==> src/rtl/lane_packer.sv <==
`default_nettype none
// ---------------------------------------------------------------------------
// lane_packer: packs WIDTH-bit items into N_LANE-lane words, early close on last
// Rev 1.0
// ---------------------------------------------------------------------------
module lane_packer #(
  parameter int WIDTH  = 8,
  parameter int N_LANE = 4
) (
  input  logic                               i_clk,
  input  logic                               i_rst,
  input  logic                               i_cg,
  input  logic                               i_in_valid,
  output logic                               o_in_ready,
  input  logic [WIDTH-1:0]                   i_in_data,
  input  logic                               i_in_last,
  output logic                               o_out_valid,
  input  logic                               i_out_ready,
  output logic [N_LANE*WIDTH-1:0]            o_out_data,
  output logic [$clog2(N_LANE+1)-1:0]        o_out_count,
  output logic                               o_out_last
);

  localparam int CNT_W  = $clog2(N_LANE);
  localparam int OCNT_W = $clog2(N_LANE+1);
  localparam int WORD_W = N_LANE*WIDTH;

  typedef enum logic [0:0] {
    EMPTY = 1'b0,
    FULL  = 1'b1
  } slot_state_e;

  slot_state_e        state_q, state_d;
  logic [CNT_W-1:0]   cnt_q, cnt_d;
  logic [WORD_W-1:0]  acc_q, acc_d;
  logic [WORD_W-1:0]  data_q, data_d;
  logic [OCNT_W-1:0]  count_q, count_d;
  logic               last_q, last_d;

  logic               w_accept;
  logic               w_complete;
  logic [WORD_W-1:0]  w_word;

  assign o_in_ready  = i_cg && ((state_q == EMPTY) || i_out_ready);
  assign w_accept    = i_in_valid && o_in_ready;
  assign w_complete  = w_accept && ((cnt_q == CNT_W'(N_LANE-1)) || i_in_last);

  assign o_out_valid = (state_q == FULL);
  assign o_out_data  = data_q;
  assign o_out_count = count_q;
  assign o_out_last  = last_q;

  // Lanes above cnt are already zero because acc is cleared on every completion.
  always_comb begin
    w_word = acc_q;
    for (int l = 0; l < N_LANE; l++) begin
      if (cnt_q == CNT_W'(l)) begin
        w_word[l*WIDTH +: WIDTH] = i_in_data;
      end
    end
  end

  always_comb begin
    state_d = state_q;
    cnt_d   = cnt_q;
    acc_d   = acc_q;
    data_d  = data_q;
    count_d = count_q;
    last_d  = last_q;
    if (w_complete) begin
      data_d  = w_word;
      count_d = OCNT_W'(cnt_q) + OCNT_W'(1);
      last_d  = i_in_last;
      state_d = FULL;
      cnt_d   = '0;
      acc_d   = '0;
    end else begin
      if (w_accept) begin
        acc_d = w_word;
        cnt_d = cnt_q + CNT_W'(1);
      end
      if ((state_q == FULL) && i_out_ready) begin
        state_d = EMPTY;
      end
    end
  end

  // Clock gate freezes every register, including the output slot.
  always_ff @(posedge i_clk) begin
    if (i_rst) begin
      state_q <= EMPTY;
      cnt_q   <= '0;
      acc_q   <= '0;
      data_q  <= '0;
      count_q <= '0;
      last_q  <= 1'b0;
    end else if (i_cg) begin
      state_q <= state_d;
      cnt_q   <= cnt_d;
      acc_q   <= acc_d;
      data_q  <= data_d;
      count_q <= count_d;
      last_q  <= last_d;
    end
  end

endmodule
`default_nettype wire
==> config.mk <==
export PLATFORM = sky130hd
export DESIGN_NAME = lane_packer
export DESIGN_NICKNAME = d
export VERILOG_FILES = /design/src/rtl/lane_packer.sv
export SDC_FILE = /design/constraint.sdc
export NUM_CORES = 1
export LEC_CHECK = 0
export ABC_AREA = 1
export BUFFER_PORTS_ARGS = -buffer_cell sky130_fd_sc_hd__buf_4
export CAP_MARGIN = 0
export CORE_MARGIN = 2
export CORE_UTILIZATION = 56
export DETAILED_ROUTE_END_ITERATION = 16
export GPL_ROUTABILITY_DRIVEN = 0
export PLACE_DENSITY = 0.79
export SLEW_MARGIN = 5
export SYNTH_ARGS = -nofsm -noshare
export SYNTH_HDL_FRONTEND = slang
export SYNTH_SLANG_ARGS = --single-unit
==> constraint.sdc <==
create_clock -name i_clk -period 2.1 [get_ports i_clk]
set_clock_uncertainty 0.15 [all_clocks]
set_input_delay 0.21 -clock i_clk [delete_from_list [all_inputs] [get_ports i_clk]]
set_output_delay 0.21 -clock i_clk [all_outputs]
set_load 0.1 [all_outputs]
== Word-level counts from Yosys, hierarchy flattened ==
Index checks and enable logic that the tools add are counted.

* Flip-flop bits (word level): 71
* Input port bits: 14

* Add/sub/neg operators: 2
* Equal/unequal tests: 3
* Muxes and demuxes: 10
* Bitwise logic cells: 1
* Reduce and logical (&&, ||, !) cells: 12

{| class="wikitable"
|+ Operators by type and width
! operator !! count
|-
| two-way mux 32 bit || 2
|-
| two-way mux 8 bit || 4
|-
| AND reduction 2 bit || 3
|-
| == test 2 bit (second input constant) || 2
|-
| logical AND 1 bit || 4
|-
| two-way mux 2 bit || 2
|-
| nonzero test 2 bit || 2
|-
| adder 2 x 1 -> 3 bit (second input constant) || 1
|-
| adder 2 x 1 -> 2 bit (second input constant) || 1
|-
| == test 2 x 1 -> 1 bit (second input constant) || 1
|-
| zero test 2 bit || 1
|-
| logical OR 1 bit || 2
|-
| two-way mux 1 bit || 2
|-
| inverter 1 bit || 1
|}

== Depth between registers and ports, before layout ==
Gate-level depths: netlist of run 1.

* Word-level depth: 7
* Depth in mapped cells: 9
* Gate-level depth less buffers: 8

== Worst setup path after synthesis of run 1 ==
Ideal clock, no wire load.

* Kind: register to register
* Start: register state_q (netlist: o_out_valid)
* End: register acc_q[22]
* Arrival: 1.843 ns
* Path slack: 0.043 ns
* Cell stages (with the launch flop): 9
* Buffers on the path: 2
* Period minus slack after synthesis: 2.057 ns
* Cells stage by stage: dfxtp_1 -> inv_1 -> nand2_1 -> nand2_2 -> buf_4 -> buf_4 -> nand3_1 -> nand2_1 -> nor2_1

* Word-level cells in the longest chain between the ends: 7
* Elaborated cells between the ends (all ways): 8
* Classes of those cells: 1 x mux; 1 x bitwise; 6 x reduce/logical

{| class="wikitable"
|+ Ends and longest elaborated chain
! element !! line !! RTL
|-
| start, declared || 33 || <nowiki>slot_state_e state_q, state_d;</nowiki>
|-
| start signal, assigned || 98 || <nowiki>state_q <= state_d;</nowiki>
|-
| inverter 1 bit (*) || 44 || <nowiki>assign o_in_ready = i_cg && ((state_q == EMPTY) || i_out_ready);</nowiki>
|-
| logical OR 1 bit (*) || 44 ||
|-
| logical AND 1 bit (*) || 44 ||
|-
| named net o_in_ready || 14 || <nowiki>output logic o_in_ready,</nowiki>
|-
| logical AND 1 bit (*) || 45 || <nowiki>assign w_accept = i_in_valid && o_in_ready;</nowiki>
|-
| logical AND 1 bit || 46 || <nowiki>assign w_complete = w_accept && ((cnt_q == CNT_W'(N_LANE-1)) || i_in_last);</nowiki>
|-
| nonzero test 2 bit (no line) || - ||
|-
| AND reduction 2 bit (no line) || - ||
|-
| end signal, assigned || 93 || <nowiki>acc_q <= '0;</nowiki>
|-
| end signal, assigned || 100 || <nowiki>acc_q <= acc_d;</nowiki>
|-
| end, declared || 35 || <nowiki>logic [WORD_W-1:0] acc_q, acc_d;</nowiki>
|}

Mark *: on every way through the listed nets, which the timed path passes. The rest lies on a longest branch.
A chain may end at the register's enable or synchronous reset.

== Final worst setup path of run 1 ==
* Start: register cnt_q[0]
* End: register acc_q[16]

* Word-level cells in the longest chain between the ends: 5
* Elaborated cells between the ends (all ways): 9
* Classes of those cells: 2 x eq/ne; 3 x mux; 4 x reduce/logical

{| class="wikitable"
|+ Ends and longest elaborated chain
! element !! line !! RTL
|-
| start, declared || 34 || <nowiki>logic [CNT_W-1:0] cnt_q, cnt_d;</nowiki>
|-
| start signal, assigned || 99 || <nowiki>cnt_q <= cnt_d;</nowiki>
|-
| == test 2 bit || 46 ||
|-
| logical OR 1 bit || 46 ||
|-
| logical AND 1 bit || 46 ||
|-
| nonzero test 2 bit (no line) || - ||
|-
| AND reduction 2 bit (no line) || - ||
|}

Several ways; a longest one is shown, not always the timed one. The select of a mux whose other input is x is not followed.

==> Flow_metrics.wiki, run 1 <==
{| class="wikitable"
! Metric !! Value
|-
| Netlist area before placement || 3360 sq um
|-
| Arrival time worst endpoint || roughly 2 ns
|-
| Count of instances resized after the clock tree is built || 0
|-
| Count of maximum capacitance violations || 0
|-
| DR DRC count || 0
|-
| Crit start category || register
|-
| DRT antenna net count || 0
|-
| Predominant post-synthesis flop cell || dfxtp_1
|-
| Port-buffer cells || 51
|-
| Maximum fanout along the worst path || 34
|-
| Die boundary height || 81.5 microns
|-
| Detailed-routing wirelength on met1 || 3.43 mm
|-
| Setup repair after global routing missed its margin || no
|-
| Critical path start-end classification || reg2reg
|-
| Sum of routed wire length over all layers || about 7.6 mm
|-
| Clock insertion delay at the later pin of the skew report || 0.34 ns
|-
| CTS tree || built
|-
| Effective utilization at floorplan || 0.575
|-
| Syn_nets || 530
|-
| Number of antenna violations at the first check in global routing || 0
|-
| Final period demand of the worst path || 1.89 ns
|-
| Max-slew violations || 0
|-
| Number of hold-slack violations in the final timing report || 0
|-
| Top library cells by usage in the layout, fill and taps aside || nand2_1 (181), nor2_1 (89), dfxtp_1 (71), buf_4 (56), inv_1 (53)
|-
| Worst Slack Setup Final || between 0.2 and 0.25 ns
|-
| Least-Margin Pin Slew || around 0.54 ns
|-
| Yosys warning total || 0
|-
| Routed length on met2 || 3.54 mm
|-
| HPWL reported at the end of detailed placement || 4.89 mm
|-
| Clock buffers created by TritonCTS || 9
|-
| Worst Path Required || 2.17 ns
|-
| Sequential-to-total area share from yosys stat || 0.423
|-
| Flops & latches, synth || 71
|-
| Worst hold slack across all endpoints || 0.00765 ns
|-
| Clock sink count || 71
|-
| Utilization after layout || 0.661
|-
| CTS Root Cell || clkbuf_8
|-
| Total Neg Setup Slack || 0 ns
|-
| Net total in the final layout || 568
|-
| Share of synthesized flip-flops with an asynchronous set or reset || 0
|-
| Post-synthesis instance total || 512
|-
| Critical path capture point type || register
|-
| Clock transition time at the flip-flop clock pins of the worst setup and hold paths || 0.07 ns
|-
| Area growth from synthesis to layout || 15.1%
|-
| Fraction of final layout cells sized beyond drive strength 1 || 0.156
|-
| Slew Limit Headroom || 0.638
|-
| Number of buffers inserted to repair setup after CTS || 0
|-
| GRT Resource Usage Total || 0.247
|-
| Worst Hold Class || in2reg
|-
| Sum of met3 wire segment lengths after detailed routing || 469 microns
|-
| Remaining global-route overflow || 0
|-
| First-iteration detailed-routing DRC count || ~280
|-
| Via count || 3133
|-
| Leakage Power || 0.00198 uW
|-
| Final setup fails || 0
|-
| Die Span X || approximately 80 microns
|-
| Power per standard cell area || 861 nW/um^2
|-
| Number of H-tree levels || 3
|-
| Buffers from clock root to sink, at most || 2
|-
| ANT cells || 0
|-
| Global-route wire length before repair || 12.5 mm
|-
| Top-Level Pins || 52
|-
| Worst ir drop on vdd || 605 uV
|-
| Fraction of the cycle the final worst path needs || 0.901
|-
| Setup WS pre-CTS || approximately 0.23 ns
|-
| Vias in the first global route || approximately 2800
|-
| Area of the die || 6640 sq um
|-
| Top layer in use || met4
|-
| Most area-consuming cells after synthesis || dfxtp_1 (42%), nand2_1 (20%), nor2_1 (9.9%)
|-
| Number of detailed-route iterations in the first pass || 6
|-
| Average instance area after synthesis || 6.57 sq um
|-
| Synth area leader || dfxtp_1
|-
| Fraction of synthesized cell area taken by the top area cell type || 0.423
|-
| Result of the run || completed
|-
| Maximum number of pins on one net before global-route repair || 43
|-
| Fmax achieved || 529 MHz
|-
| Most common cell after layout, fill and taps aside || nand2_1
|-
| Yosys cell types || 23
|-
| Post-DR wirelength/cell || 12.1 microns
|-
| Mean number of vias per cell || 4.99
|-
| Core area || 5850 sq um
|-
| Cell row count || 28
|-
| Post-synth EDFFs || 0
|}
[cell families (layout without fill, tap and decap cells)]
family / count (synthesis) / count (layout) / share of synthesized area
and+or+nand+nor: 340 / 340 / 0.428
buffers and inverters: 86 / 127 / 0.118
DFF: 71 / 71 / 0.423
AOI/OAI and AO/OA: 11 / 11 / 0.0164
adders and majority gates: 4 / 4 / 0.0149
[where the power goes]
part | internal, uW | switching [uW]
Clock | 480 | 477
Sequential | 1430 | 36.8
Combinational | 223 | 685
Total | 2130 | 1200
[worst max-delay path: stages, from the launching register on]
cell and delay (ns):
dfxtp_1 0.38, ha_1 0.23, nor2_4 0.06, inv_6 0.19
nand3_4 0.25, nand2_4 0.39, nor2_1 0.10
[synth_stat cells (2+ instances only)]
library cell	n
a21oi_1	4
o21ai_0	7
buf_2	12
nor2_1	89
nand2_2	2
clkbuf_1	7
buf_4	5
nand3_1	28
nand4_1	27
ha_1	4
nand2_1	181
inv_1	53
buf_1	2
buf_6	3
dfxtp_1	71
nor2_2	10
[final timing paths]
check	start	endpoint	slack, ns	depth (start not counted)
max	cnt_q[0]	acc_q[16]	0.21	6
min reg2reg	acc_q[29]	acc_q[29]	0.28	2
min	i_out_ready	o_out_valid	0.008	4
max reg2reg	cnt_q[0]	acc_q[16]	0.21	6
[per-stage QoR]
stage / instances / total power [uW] / cell area [sq um]
after floorplan: 512 / 2240 / 3360
after global placement: 613 / 2380 / 3700
after detailed placement: 613 / 2400 / 3700
after CTS: 628 / 3350 / 3870
after global routing: 628 / 3500 / 3870
final: 628 / 3330 / 3870
[repair_timing]
action,CTS,global route
setup endpoints to repair,0,0
endpoints found under the hold margin,3,0
hold buffers,1,0
[sequential cells by signal (all words and copies together) (netlist names)]
signal,cells
acc_q,32
o_out_data,32
o_out_count,3
cnt_q,2
o_out_last,1
o_out_valid,1
[per-layer routing]
layer  track usage  vias to the layer above
li1              -                     1633
met1         0.314                     1385
met2         0.397                       97
met3        0.0670                       18
met4         0.102                        0
met5             0                        -
[final cells by class]
type	instances	area (sq um)
multi-input combinational	355	1540
tap	75	93.8
fill	525	1980
inverter	56	218
sequential	71	1420
clock buffer	13	159
clock inverter	1	5.00
timing repair buffer	57	430
Note: power is estimated with default switching activity, not from simulation.
==> run 2, diff against run 1 <==
CORE_ASPECT_RATIO = 0.6   (was unset)
PLACE_DENSITY = 0.87   (was 0.79)
==> run 2 against run 1 <==
- sequential share of layout area down 0.12 points
- utilization grew 2.3 points
- worst hold slack better by 0.0041 ns
- worst setup slack lost 0.070 ns
- power rose by 0.96%
- largest cell class unchanged
==> Flow_metrics.wiki, run 2 (synthesis results as in run 1) <==
{| class="wikitable"
! Metric !! Value
|-
| Result of the run || completed (unchanged)
|-
| Least-Margin Pin Slew || 0.501 ns (was 0.541 ns)
|-
| Capture endpoint of the worst hold path || o_out_valid (unchanged)
|-
| Area of the die || 6660 sq um (was 6640 sq um)
|-
| Total Neg Setup Slack || 0 ns (unchanged)
|-
| Arrival time worst endpoint || 1.60 ns (was 1.96 ns)
|-
| Clock transition time at the flip-flop clock pins of the worst setup and hold paths || 0.07 ns (about the same)
|-
| Fraction of final layout cells sized beyond drive strength 1 || 0.158 (was 0.156)
|-
| Sw Ratio || 0.358 (was 0.360)
|-
| GRT Resource Usage Total || 0.243 (was 0.247)
|-
| Max-slew violations || 0 (unchanged)
|-
| Core area || 5680 sq um (was 5850 sq um)
|-
| Worst Path Required || 1.74 ns (was 2.17 ns)
|-
| Portion of total power attributed to the clock network || 0.290 (was 0.287)
|-
| Cell row count || 21 (was 28)
|-
| Setup repair after global routing missed its margin || no (unchanged)
|-
| Number of hold-slack violations in the final timing report || 0 (unchanged)
|-
| Via count || 3222 (was 3133)
|-
| DRT antenna net count || 0 (unchanged)
|-
| Worst Hold Class || in2reg (unchanged)
|-
| Startpoint of the lowest-slack register-to-register path || cnt_q[0] (unchanged)
|-
| Final setup fails || 0 (unchanged)
|-
| Cell-internal power || 2160 uW (was 2130 uW)
|-
| Die boundary height || 64.0 microns (was 81.5 microns)
|-
| Combinational power share || 0.273 (was 0.272)
|-
| Portion of total power attributed to sequential cells || 0.437 (was 0.441)
|-
| Origin of the worst min-delay path || i_out_ready (unchanged)
|-
| Top library cells by usage in the layout, fill and taps aside || nand2_1 (181), nor2_1 (89), dfxtp_1 (71), buf_4 (56), inv_1 (53) (unchanged)
|-
| Slew Limit Headroom || 0.665 (was 0.638)
|-
| Net switching power || 1210 uW (was 1200 uW)
|-
| Top-Level Pins || 52 (unchanged)
|-
| Number of antenna violations at the first check in global routing || 0 (unchanged)
|-
| Power per standard cell area || 867 nW/um^2 (was 861 nW/um^2)
|-
| Post-DR wirelength/cell || 12.4 microns (was 12.1 microns)
|-
| Port-buffer cells || 51 (unchanged)
|-
| CTS tree || built (unchanged)
|-
| Crit start category || register (unchanged)
|-
| Clock insertion delay at the later pin of the skew report || 0.34 ns (about the same)
|-
| Number of H-tree levels || 3 (unchanged)
|-
| Total of hold buffers inserted after clock tree synthesis || 1 (unchanged)
|-
| Fin area || 3880 sq um (was 3870 sq um)
|-
| Buffers from clock root to sink, at most || 2 (unchanged)
|-
| Final period demand of the worst path || 1.96 ns (was 1.89 ns)
|-
| Effective utilization at floorplan || 0.592 (was 0.575)
|-
| Fmax achieved || 510 MHz (was 529 MHz)
|-
| DR DRC count || 0 (unchanged)
|-
| Cells on Worst Hold Path || 4 (unchanged)
|-
| Critical path capture point type || output port (was register)
|-
| Leakage Power || 0.00198 uW (about the same)
|-
| Sum of routed wire length over all layers || 7.84 mm (was 7.61 mm)
|-
| HPWL reported at the end of detailed placement || 5.31 mm (was 4.89 mm)
|-
| Critical path start-end classification || reg2out (was reg2reg)
|-
| Maximum fanout along the worst path || 31 (was 34)
|-
| ANT cells || 0 (unchanged)
|-
| Vias in the first global route || 2830 (was 2756)
|-
| Remaining global-route overflow || 0 (unchanged)
|-
| Count of maximum capacitance violations || 0 (unchanged)
|-
| Clock buffers created by TritonCTS || 9 (unchanged)
|-
| Placed cell area || 3700 sq um (about the same)
|-
| Register-to-Register Path Depth || 6 (unchanged)
|-
| Number of buffers inserted to repair setup after CTS || 0 (unchanged)
|-
| Net total in the final layout || 568 (unchanged)
|-
| Reg-to-reg setup timing slack || 0.21 ns (about the same)
|-
| Clock sink count || 71 (unchanged)
|-
| Global-route wire length before repair || 12.9 mm (was 12.5 mm)
|-
| Area growth from synthesis to layout || 15.5% (was 15.1%)
|-
| Mean number of vias per cell || 5.10 (was 4.99)
|-
| First-iteration detailed-routing DRC count || 214 (was 279)
|-
| Maximum number of pins on one net before global-route repair || 49 (was 43)
|-
| Die Span X || 104 microns (was 81.5 microns)
|-
| Worst ir drop on vdd || 551 uV (was 605 uV)
|-
| End of the worst register-to-register path || acc_q[20] (was acc_q[16])
|-
| Count of instances resized after the clock tree is built || 0 (unchanged)
|-
| Fraction of the cycle the final worst path needs || 0.934 (was 0.901)
|-
| CTS Root Cell || clkbuf_8 (unchanged)
|-
| Number of detailed-route iterations in the first pass || 5 (was 6)
|-
| Most common cell after layout, fill and taps aside || nand2_1 (unchanged)
|}
run 2: cell types whose count changed in the layout (fill, tap and decap cells not counted), sizes merged:
| cell | previous run | this run |
|---|---|---|
| clkbuf | 13 | 12 |
run 2: per-layer routing:
layer | up-vias | wire (microns) | GRT usage
met5 | - | 0 | 0
li1 | 1634 | - | -
met2 | 124 | 3530 | 0.396
met3 | 8 | 551 | 0.0755
met1 | 1456 | 3680 | 0.313
met4 | 0 | 79 | 0.0709
run 2: through the flow:
stage | setup WS, ns | total power (uW) | std cells | hold WS, ns | util
5_1_grt | 0.0633 | 3520 | 632 | 0.00880 | 0.684
4_1_cts | 0.153 | 3370 | 632 | 0.00586 | 0.684
6_report | 0.138 | 3360 | 632 | 0.0117 | 0.684
3_3_place_gp | 0.322 | 2380 | 618 | 0.252 | 0.652
3_5_place_dp | 0.226 | 2410 | 618 | 0.256 | 0.652
2_1_floorplan | 0.0432 | 2240 | 512 | 0.129 | -
run 2: area by class of cell:
cell class              instances  area, sq um
repair buffers                 57          430
inverters                      56          218
flip-flops and latches         71         1420
fillers                       507         1790
clock buffers                  12          165
well taps                      80          100
multi-input cells             355         1540
clock inverters                 1         5.00
run 2: how the worst max path moves through the flow:
stage                     start  depth (start not counted)       endpoint  slack [ns]
floorplan           o_out_valid                          8      acc_q[22]        0.04
CTS                 o_out_valid                          5     o_in_ready        0.15
global placement       cnt_q[0]                          6      acc_q[18]        0.32
detailed placement     cnt_q[0]                          7  o_out_data[2]        0.23
global route           cnt_q[0]                          7  o_out_data[1]        0.06
finish              o_out_valid                          5     o_in_ready        0.14
run 2: critical path, cell delays in order, from the launching register on:
cell and delay (ns):
dfxtp_1 0.32, inv_1 0.05, nand2_1 0.05, nand2_2 0.13, buf_4 0.34, buf_4 0.36
run 2: power groups by stage:
stage / Combinational, uW / Sequential [uW] / Clock (uW)
after floorplan: 418 / 1820 / 0
after global placement: 884 / 1500 / 0
after detailed placement: 911 / 1500 / 0
after CTS: 914 / 1470 / 990
after global routing: 991 / 1480 / 1050
final: 918 / 1470 / 977
